`src/rtl/adder_nbit_seq.sv`:
```
// Multi-cycle chunked adder/subtractor: WIDTH-bit add done CHUNK bits per clock with a registered carry.
// Latency: start accepted at edge E0, results loaded at edge E(NCHUNK); done pulses for one cycle after that.
// Backpressure: none; start is only sampled in IDLE or DONE and is ignored while busy.
module adder_nbit_seq #(
    parameter int WIDTH = 16,
    parameter int CHUNK = 4
) (
    input  logic             clk,
    input  logic             rst,
    input  logic             start,
    input  logic [WIDTH-1:0] a,
    input  logic [WIDTH-1:0] b,
    input  logic             carry_in,
    input  logic             sub,
    output logic             busy,
    output logic             done,
    output logic [WIDTH-1:0] sum,
    output logic             carry_out,
    output logic             overflow
);

    localparam int NCHUNK = WIDTH / CHUNK;
    localparam int IDXW   = (NCHUNK > 1) ? $clog2(NCHUNK) : 1;

    // Reject parameter combinations the chunk slicing cannot represent.
    if (WIDTH < 2 || CHUNK < 1 || (WIDTH % CHUNK) != 0) begin : g_bad_params
        $error("adder_nbit_seq: WIDTH must be >= 2 and a multiple of CHUNK");
    end

    typedef enum logic [1:0] {
        IDLE = 2'd0,
        RUN  = 2'd1,
        DONE = 2'd2
    } state_t;

    state_t            state_q;
    logic [IDXW-1:0]   idx_q;
    logic [WIDTH-1:0]  a_q;
    logic [WIDTH-1:0]  b_q;       // already inverted in subtract mode
    logic              carry_q;
    logic [WIDTH-1:0]  acc_q;     // partial result, filled one chunk per RUN cycle
    logic              busy_q;
    logic              done_q;
    logic [WIDTH-1:0]  sum_q;
    logic              carry_out_q;
    logic              overflow_q;

    logic [CHUNK-1:0]  a_chunk;
    logic [CHUNK-1:0]  b_chunk;
    logic [CHUNK-1:0]  s_chunk;
    logic              c_chunk;
    logic              msb_cin;
    logic [WIDTH-1:0]  acc_d;
    logic              last_chunk;

    // Select the active chunk and place its partial sum into the accumulator image.
    always_comb begin
        a_chunk = '0;
        b_chunk = '0;
        for (int i = 0; i < NCHUNK; i++) begin
            if (idx_q == IDXW'(i)) begin
                a_chunk = a_q[i*CHUNK +: CHUNK];
                b_chunk = b_q[i*CHUNK +: CHUNK];
            end
        end
        {c_chunk, s_chunk} = {1'b0, a_chunk} + {1'b0, b_chunk} + {{CHUNK{1'b0}}, carry_q};
        // Sum bit = a ^ b ^ cin, so the carry into the chunk's top bit falls out directly.
        msb_cin    = a_chunk[CHUNK-1] ^ b_chunk[CHUNK-1] ^ s_chunk[CHUNK-1];
        last_chunk = (idx_q == IDXW'(NCHUNK - 1));
        acc_d      = acc_q;
        for (int i = 0; i < NCHUNK; i++) begin
            if (idx_q == IDXW'(i)) begin
                acc_d[i*CHUNK +: CHUNK] = s_chunk;
            end
        end
    end

    // Control FSM with registered handshake and result outputs.
    always_ff @(posedge clk) begin
        if (rst) begin
            state_q     <= IDLE;
            idx_q       <= '0;
            a_q         <= '0;
            b_q         <= '0;
            carry_q     <= 1'b0;
            acc_q       <= '0;
            busy_q      <= 1'b0;
            done_q      <= 1'b0;
            sum_q       <= '0;
            carry_out_q <= 1'b0;
            overflow_q  <= 1'b0;
        end else begin
            done_q <= 1'b0;
            case (state_q)
                IDLE, DONE: begin
                    if (start) begin
                        a_q     <= a;
                        b_q     <= sub ? ~b : b;
                        carry_q <= sub ? 1'b1 : carry_in;
                        idx_q   <= '0;
                        acc_q   <= '0;
                        busy_q  <= 1'b1;
                        state_q <= RUN;
                    end else begin
                        busy_q  <= 1'b0;
                        state_q <= IDLE;
                    end
                end
                RUN: begin
                    carry_q <= c_chunk;
                    acc_q   <= acc_d;
                    if (last_chunk) begin
                        sum_q       <= acc_d;
                        carry_out_q <= c_chunk;
                        overflow_q  <= msb_cin ^ c_chunk;
                        busy_q      <= 1'b0;
                        done_q      <= 1'b1;
                        state_q     <= DONE;
                    end else begin
                        idx_q <= idx_q + IDXW'(1);
                    end
                end
                default: begin
                    busy_q  <= 1'b0;
                    state_q <= IDLE;
                end
            endcase
        end
    end

    assign busy      = busy_q;
    assign done      = done_q;
    assign sum       = sum_q;
    assign carry_out = carry_out_q;
    assign overflow  = overflow_q;

endmodule

```
`config.mk`:
```
export PLATFORM = sky130hd
export DESIGN_NAME = adder_nbit_seq
export DESIGN_NICKNAME = d
export VERILOG_FILES = /design/src/rtl/adder_nbit_seq.sv
export SDC_FILE = /design/constraint.sdc
export NUM_CORES = 1
export LEC_CHECK = 0
export ABC_CLOCK_PERIOD_IN_PS = 2800
export CAP_MARGIN = 20
export CORE_MARGIN = 3
export CORE_UTILIZATION = 40
export CTS_BUF_LIST = sky130_fd_sc_hd__clkbuf_16
export DETAILED_ROUTE_END_ITERATION = 16
export PLACE_DENSITY = 0.72
export SKIP_LAST_GASP = 1
export SYNTH_ARGS = -nofsm -noshare
export SYNTH_HDL_FRONTEND = slang
export SYNTH_SLANG_ARGS = --single-unit
```
`constraint.sdc`:
```
create_clock -name clk -period 2.8 [get_ports clk]
set_input_delay 0.56 -clock clk [delete_from_list [all_inputs] [get_ports clk]]
set_output_delay 0.56 -clock clk [all_outputs]
set_load 0.02 [all_outputs]
```
==> results.json, run 1 <==
{
  "diodes": 0,
  "instances_no_fill": 538,
  "powerDensity_nw_per_um2": 615,
  "worstSetupPathType": "reg -> reg",
  "gp_routability_congestion": 0.875,
  "grt_pass1_vias": 2546,
  "drc": 0,
  "postSynthAreaPerCell_sq_um": 8.60,
  "syn-num-nets": 430,
  "fin_hold_ws_ps": 449,
  "crit_required_ps": 3010,
  "power.leakage_nw": 1.50,
  "synth-main-ff-cell": "dfxtp_1",
  "drive_gt1_share_pct": 12.8,
  "cts.sinks": 69,
  "synth_compound_area_share_pct": 22.3,
  "synth_fa_ha_area_share_pct": 3.87,
  "fmax_mhz": 374,
  "r2r_slack_ps": 130,
  "cts-root-buf": "clkbuf_16",
  "yosysWarnings": 0,
  "tns_ps": 0,
  "antenna_found_initial": 0,
  "cts_tree": "yes",
  "ys_seq_elements": 69,
  "min_path_type": "reg -> reg",
  "peakVddDrop_uv": 369,
  "crit_chain": "inv_1 > ha_2 > buf_4 > nand3b_1 > a21oi_1 > a21oi_1 > o21ai_0 > ha_1 > a21oi_1 > and2_4 > xor2_4 > o41ai_1",
  "row_count": 32,
  "dp.cells": 522,
  "avgRoutedWirePerCell_um": 13.5,
  "slew_headroom_pct": 51.4,
  "slowest_delay_ps": 350,
  "synth.distinct_cells": 48,
  "route.vias.total": 2718,
  "dp_hpwl_mm": 5.21,
  "synth_top_family_by_area": "compound AO/OA/AOI/OAI gates",
  "syn_inst": 384,
  "clk_latency_ps": 320,
  "postPlaceCellArea_sq_um": 3920,
  "vias_per_cell": 5.05,
  "path_common_cell": "a21oi_1",
  "postRouteWirelength_mm": 7.27,
  "die-area_sq_um": 9380,
  "nNetsFinal": 477,
  "fin_skew_ps": 3.81,
  "crit_path_end_kind": "flop",
  "start_util_pct": 41.8,
  "async_flop_share_pct": 0,
  "die_y_um": 96.8,
  "synthMuxAreaShare_pct": 2.43,
  "grt_max_degree": 69,
  "num_io_pins": 57,
  "hold_violations": 0,
  "drv_slew": 0,
  "yosysSeqAreaShare_pct": 41.8,
  "worst_pin_slew_ps": 729,
  "cp.arrival_ps": 2890,
  "core_area_sq_um": 7890,
  "critical_path.top_delay_family": "compound AO/OA/AOI/OAI gates",
  "portBuffers": 56,
  "drt.antenna.violating_nets": 0,
  "final_util_pct": 54.2,
  "fp.dieW_um": 96.8,
  "worstPathMaxFanout": 7,
  "drt_iter0_markers": 128,
  "synth_xor_area_share_pct": 5.27,
  "fillCellCount": 733,
  "mappedNetlistArea_sq_um": 3300,
  "period_needed_ps": 2670,
  "final-setup-viol-count": 0,
  "fin_crit_sh_pct": 95.4,
  "finalPower_mw": 2.63,
  "track_usage_pct": 15.5,
  "synth_edf_count": 0,
  "maxCapViolations": 0,
  "synth_simple_gate_area_share_pct": 18.0,
  "syn2layout_area_growth_pct": 29.6,
  "final_area_sq_um": 4280,
  "cts-buffers-inserted": 9,
  "crit_buf_inv": 2,
  "cpMaxStageDelayCell": "dfxtp_1",
  "status": "finished, final reports clean",
  "preCtsSetupSlack_ps": -70.4,
  "cp-start-kind": "flop",
  "layout_setup_ws_ps": 128,
  "grt_pass1_wl_mm": 12.2,
  "clockBufferDepth": 2,
  "hold_buffers": 0,
  "clkTransAtPathRegs_ps": 50,
  "grt_overflow": 0,
  "cts.htree.levels": 3,
  "dr.pass1.iters": 4
}
-- sequential cells by signal, summed over array words and instances (netlist names) --
| name | flops |
|---|---|
| a_q | 16 |
| acc_q | 12 |
| b_q | 16 |
| busy | 1 |
| carry_out | 1 |
| carry_q | 1 |
| done | 1 |
| idx_q | 2 |
| overflow | 1 |
| state_q | 2 |
| sum | 16 |
-- final timing paths --
path                                             from               endpoint  depth (start not counted)
worst max register to register  idx_q[1]$_SDFFE_PP0P_  acc_q[7]$_SDFFE_PP0P_                         12
worst min register to register    sum[8]$_SDFFE_PP0P_    sum[8]$_SDFFE_PP0P_                          2
worst min-delay path              sum[8]$_SDFFE_PP0P_    sum[8]$_SDFFE_PP0P_                          2
worst max-delay path            idx_q[1]$_SDFFE_PP0P_  acc_q[7]$_SDFFE_PP0P_                         12
-- cell usage after synthesis (all sizes together), types with 3 or more instances --
cell / count / share of area, %
buf: 22 / 4.0
mux2i: 6 / 2.4
a21oi: 45 / 7.3
clkbuf: 10 / 1.3
o21ai: 9 / 1.4
o41ai: 3 / 0.80
a211oi: 24 / 6.2
o211ai: 6 / 2.6
dfxtp: 69 / 42
nand3: 8 / 1.2
and2: 3 / 0.72
a22oi: 6 / 1.4
nand3b: 8 / 1.8
xnor2: 18 / 4.8
a32oi: 3 / 0.80
nand2: 62 / 7.1
ha: 7 / 2.7
inv: 8 / 0.91
nor2: 45 / 5.1
-- layout by cell type (no fill, tap or decap), types with 4 or more instances in the layout --
master	count
xnor2_1	17
nand3_1	8
buf_4	11
o21ai_0	5
dfxtp_1	68
a211oi_1	19
ha_1	5
clkbuf_16	9
nor2_1	45
clkdlybuf4s50_1	55
a22oi_1	6
a21oi_1	41
nand3b_1	8
inv_1	7
o21ai_1	4
a211oi_2	5
nand2_1	62
-- layer usage --
layer | global-route usage [%] | wire, um | up-vias
li1 | - | - | 1414
met1 | 19.5 | 3280 | 1218
met2 | 26.2 | 3560 | 80
met3 | 4.76 | 380 | 6
met4 | 3.35 | 53 | 0
met5 | 0 | 0 | -
-- layout make-up --
type                            count  area [sq um]  share of cell area [%]
Clock buffer                        9           225                    5.26
Timing Repair Buffer               68           658                    15.4
Clock inverter                      7          81.3                    1.90
Tap cell                          102           128                    2.98
Sequential cell                    69          1380                    32.3
Multi-Input combinational cell    274          1770                    41.4
Inverter                            9          33.8                   0.790
-- logic make-up after synthesis --
family	after synthesis
AO/OA/AOI/OAI	104
adder cells (fa/ha/maj)	9
flip-flops	69
buffers and inverters	41
AND/OR/NAND/NOR	136
multiplexers	6
XOR/XNOR	19
-- power by group --
group / switching, mW / internal (mW) / leakage [nW] / total (mW)
registers: 0.0295 / 1.03 / 0.564 / 1.06
logic: 0.224 / 0.183 / 0.778 / 0.407
clock network: 0.397 / 0.766 / 0.155 / 1.16
total: 0.651 / 1.98 / 1.50 / 2.63
-- worst min-delay path: stages (launching register included) --
cell and delay (ps):
dfxtp_1 300, nand2_1 50, a21oi_1 50
-- repair_timing --
item	CTS	global route
buffers inserted	0	0
resized for setup	3	11
pin swaps	0	0
setup endpoints to repair	13	23
No activity file was read; power rests on OpenSTA's default activity.
==> inputs of run 2 (changes only) <==
GPL_ROUTABILITY_DRIVEN = 0   (was unset)
==> results of run 2 <==
Same layout as run 1: the final DEF is identical, and so are final timing and power.
==> inputs of run 3 (changes only) <==
ABC_AREA = 1   (was unset)
ABC_CLOCK_PERIOD_IN_PS = 3500   (was 2800)
PLACE_DENSITY = 0.69   (was 0.72)
clock period = 3.5 ns   (was 2.8 ns; I/O delays follow)
==> results.json, run 3 <==
{
  "start_util_pct": 42.7,
  "seqCellArea_sq_um": 1380,
  "ys_seq_elements": 69,
  "route.vias.total": 2763,
  "clockBufferDepth": 2,
  "multiInputGateArea_sq_um": 1530,
  "grt_pass1_vias": 2529,
  "yosysSeqAreaShare_pct": 43.2,
  "fp.dieW_um": 95.4,
  "slowest_delay_ps": 400,
  "hold_buffers": 0,
  "critical_path.top_delay_family": "adder cells",
  "cpMaxStageDelayCell": "fa_1",
  "crit_path_end_kind": "flop",
  "r2r_slack_ps": 440,
  "row_count": 31,
  "syn2layout_area_growth_pct": 25.0,
  "final-setup-viol-count": 0,
  "preCtsSetupSlack_ps": 470,
  "antenna_found_initial": 0,
  "syn_inst": 422,
  "diodes": 0,
  "core_area_sq_um": 7490,
  "hold_path_depth": 2,
  "drive_gt1_share_pct": 5.93,
  "drv_slew": 0,
  "crit_buf_inv": 3,
  "p_sw_mw": 0.525,
  "drc": 0,
  "tns_ps": 0,
  "grt_pass1_wl_mm": 11.9,
  "cts_resized": 0,
  "synth-main-ff-cell": "dfxtp_1",
  "dp_hpwl_mm": 5.06,
  "dr.pass1.iters": 4,
  "yosys.area.top_type": "dfxtp_1",
  "worstPathMaxFanout": 13,
  "dp.cells": 556,
  "avgRoutedWirePerCell_um": 12.5,
  "cts_setup_buffers": 0,
  "finalPower_mw": 1.95,
  "fin_crit_sh_pct": 87.5,
  "cts.htree.levels": 3,
  "die-area_sq_um": 9090,
  "peakVddDrop_uv": 239,
  "yosysWarnings": 0,
  "nNetsFinal": 514,
  "comb_power_share_pct": 16.8,
  "yosys-top-cells-count": "nand2_1, dfxtp_1, o21ai_0",
  "slew_headroom_pct": 64.4,
  "switching_share_pct": 26.9,
  "syn-num-nets": 468,
  "cts_tree": "yes",
  "cts-buffers-inserted": 9,
  "reg2reg_depth": 14,
  "cp-start-kind": "flop",
  "layout_common_cells": "nand2_1, dfxtp_1, o21ai_0",
  "layout_setup_ws_ps": 439,
  "cts.sinks": 69,
  "grt_setup_unrepaired": "no",
  "cp.arrival_ps": 3320,
  "track_usage_pct": 17.0,
  "period_needed_ps": 3060,
  "grt_max_degree": 51,
  "worst_pin_slew_ps": 534,
  "portBuffers": 56,
  "postRouteWirelength_mm": 7.16,
  "die_y_um": 95.4,
  "synth.distinct_cells": 26,
  "drt.antenna.violating_nets": 0,
  "min_path_type": "reg -> reg",
  "crit_chain": "inv_1 > ha_1 > inv_1 > o21ai_0 > o21ai_0 > o21ai_0 > fa_1 > inv_1 > fa_1 > xor2_1 > nand2_1 > nand2_1 > nand2_1 > a21oi_1",
  "final_common_cell": "nand2_1",
  "crit_required_ps": 3760,
  "clkPwrFrac_pct": 39.3,
  "fmax_mhz": 327,
  "seq_power_share_pct": 43.9,
  "synth_top_area_share_pct": 43.2,
  "fillCellCount": 698,
  "grt_overflow": 0,
  "synth.area.top_cells": "dfxtp_1, o21ai_0, nand2_1",
  "clkTransAtPathRegs_ps": 50,
  "hold_violations": 0,
  "fin_skew_ps": 5.32,
  "final_util_pct": 53.4,
  "synth.most_common_cell": "nand2_1",
  "postSynthAreaPerCell_sq_um": 7.57,
  "power.leakage_nw": 1.64,
  "clk_latency_ps": 330,
  "powerDensity_nw_per_um2": 488,
  "cts-root-buf": "clkbuf_16",
  "synth_edf_count": 0,
  "hold_path_end": "acc_q[0]$_SDFFE_PP0P_",
  "status": "finished, final reports clean",
  "mappedNetlistArea_sq_um": 3190,
  "reg2reg_from": "idx_q[0]$_SDFFE_PP0P_",
  "holdCritStartpoint": "acc_q[0]$_SDFFE_PP0P_",
  "vias_per_cell": 4.84,
  "num_io_pins": 57,
  "instances_no_fill": 571,
  "async_flop_share_pct": 0,
  "drt_iter0_markers": 110,
  "timing.rr.end": "acc_q[6]$_SDFFE_PP0P_",
  "maxCapViolations": 0,
  "internal_power_mw": 1.43,
  "worstSetupPathType": "reg -> reg"
}
[run 3: cell count changes in the layout (fill, tap and decap cells not counted), moves of 7 or more]
cell      before  now
nand3b_1       8    0
inv_1          7   27
a211oi_1      19    0
o21ai_0        5   62
nand2_1       62   74
nand3_1        8   21
a21oi_1       41   50
buf_4         11    4
[run 3: metal layers]
metal | track usage, % | routed length (um) | share of wire, % | up-vias
met2 | 25.7 | 3170 | 44 | 52
met1 | 22.8 | 3460 | 48 | 1224
met4 | 8.53 | 170 | 2.4 | 0
met3 | 3.47 | 354 | 4.9 | 15
met5 | 0 | 0 | 0 | -
li1 | - | - | - | 1472
[run 3: worst max-delay path by stage]
stage | start | to | depth (start not counted)
2_1_floorplan | idx_q[1]$_SDFFE_PP0P_ | acc_q[10]$_SDFFE_PP0P_ | 15
3_3_place_gp | idx_q[0]$_SDFFE_PP0P_ | acc_q[2]$_SDFFE_PP0P_ | 14
3_5_place_dp | idx_q[0]$_SDFFE_PP0P_ | sum[9]$_SDFFE_PP0P_ | 13
4_1_cts | idx_q[0]$_SDFFE_PP0P_ | acc_q[6]$_SDFFE_PP0P_ | 14
5_1_grt | idx_q[0]$_SDFFE_PP0P_ | acc_q[6]$_SDFFE_PP0P_ | 14
6_report | idx_q[0]$_SDFFE_PP0P_ | acc_q[6]$_SDFFE_PP0P_ | 14
[run 3: stage by stage]
step                      instance area [sq um]  hold slack, ps
after floorplan                            3190             436
after global placement                     3740             446
after detailed placement                   3740             452
after CTS                                  3990             460
after global routing                       3990             475
final                                      3990             456
[run 3: cell families after synthesis]
group | share of synthesized area [%]
buf+inv | 8.97
xor+xnor | 4.66
fa+ha+maj | 4.00
flops | 43.2
compound gates | 19.6
simple gates | 19.5
[run 3: layout make-up]
class	instances	area share (%)
clock buffers	9	5.64
clock inverters	6	0.595
inverters	31	3.07
multi-input cells	297	38.2
flip-flops and latches	69	34.6
well taps	99	3.10
repair buffers	60	14.8
[run 3: tightest hold or removal path, delay by kind of cell (launching register included)]
kind / cells / cell delay [ps]
compound gates: 1 / 50
flops: 1 / 300
simple gates: 1 / 60
[run 3: power groups by stage]
stage	Clock (mW)	Sequential, mW	Combinational [mW]
after floorplan	0	0.864	0.237
after global placement	0	0.871	0.319
after detailed placement	0	0.871	0.326
after CTS	0.775	0.856	0.329
after global routing	0.808	0.859	0.378
final	0.766	0.856	0.328
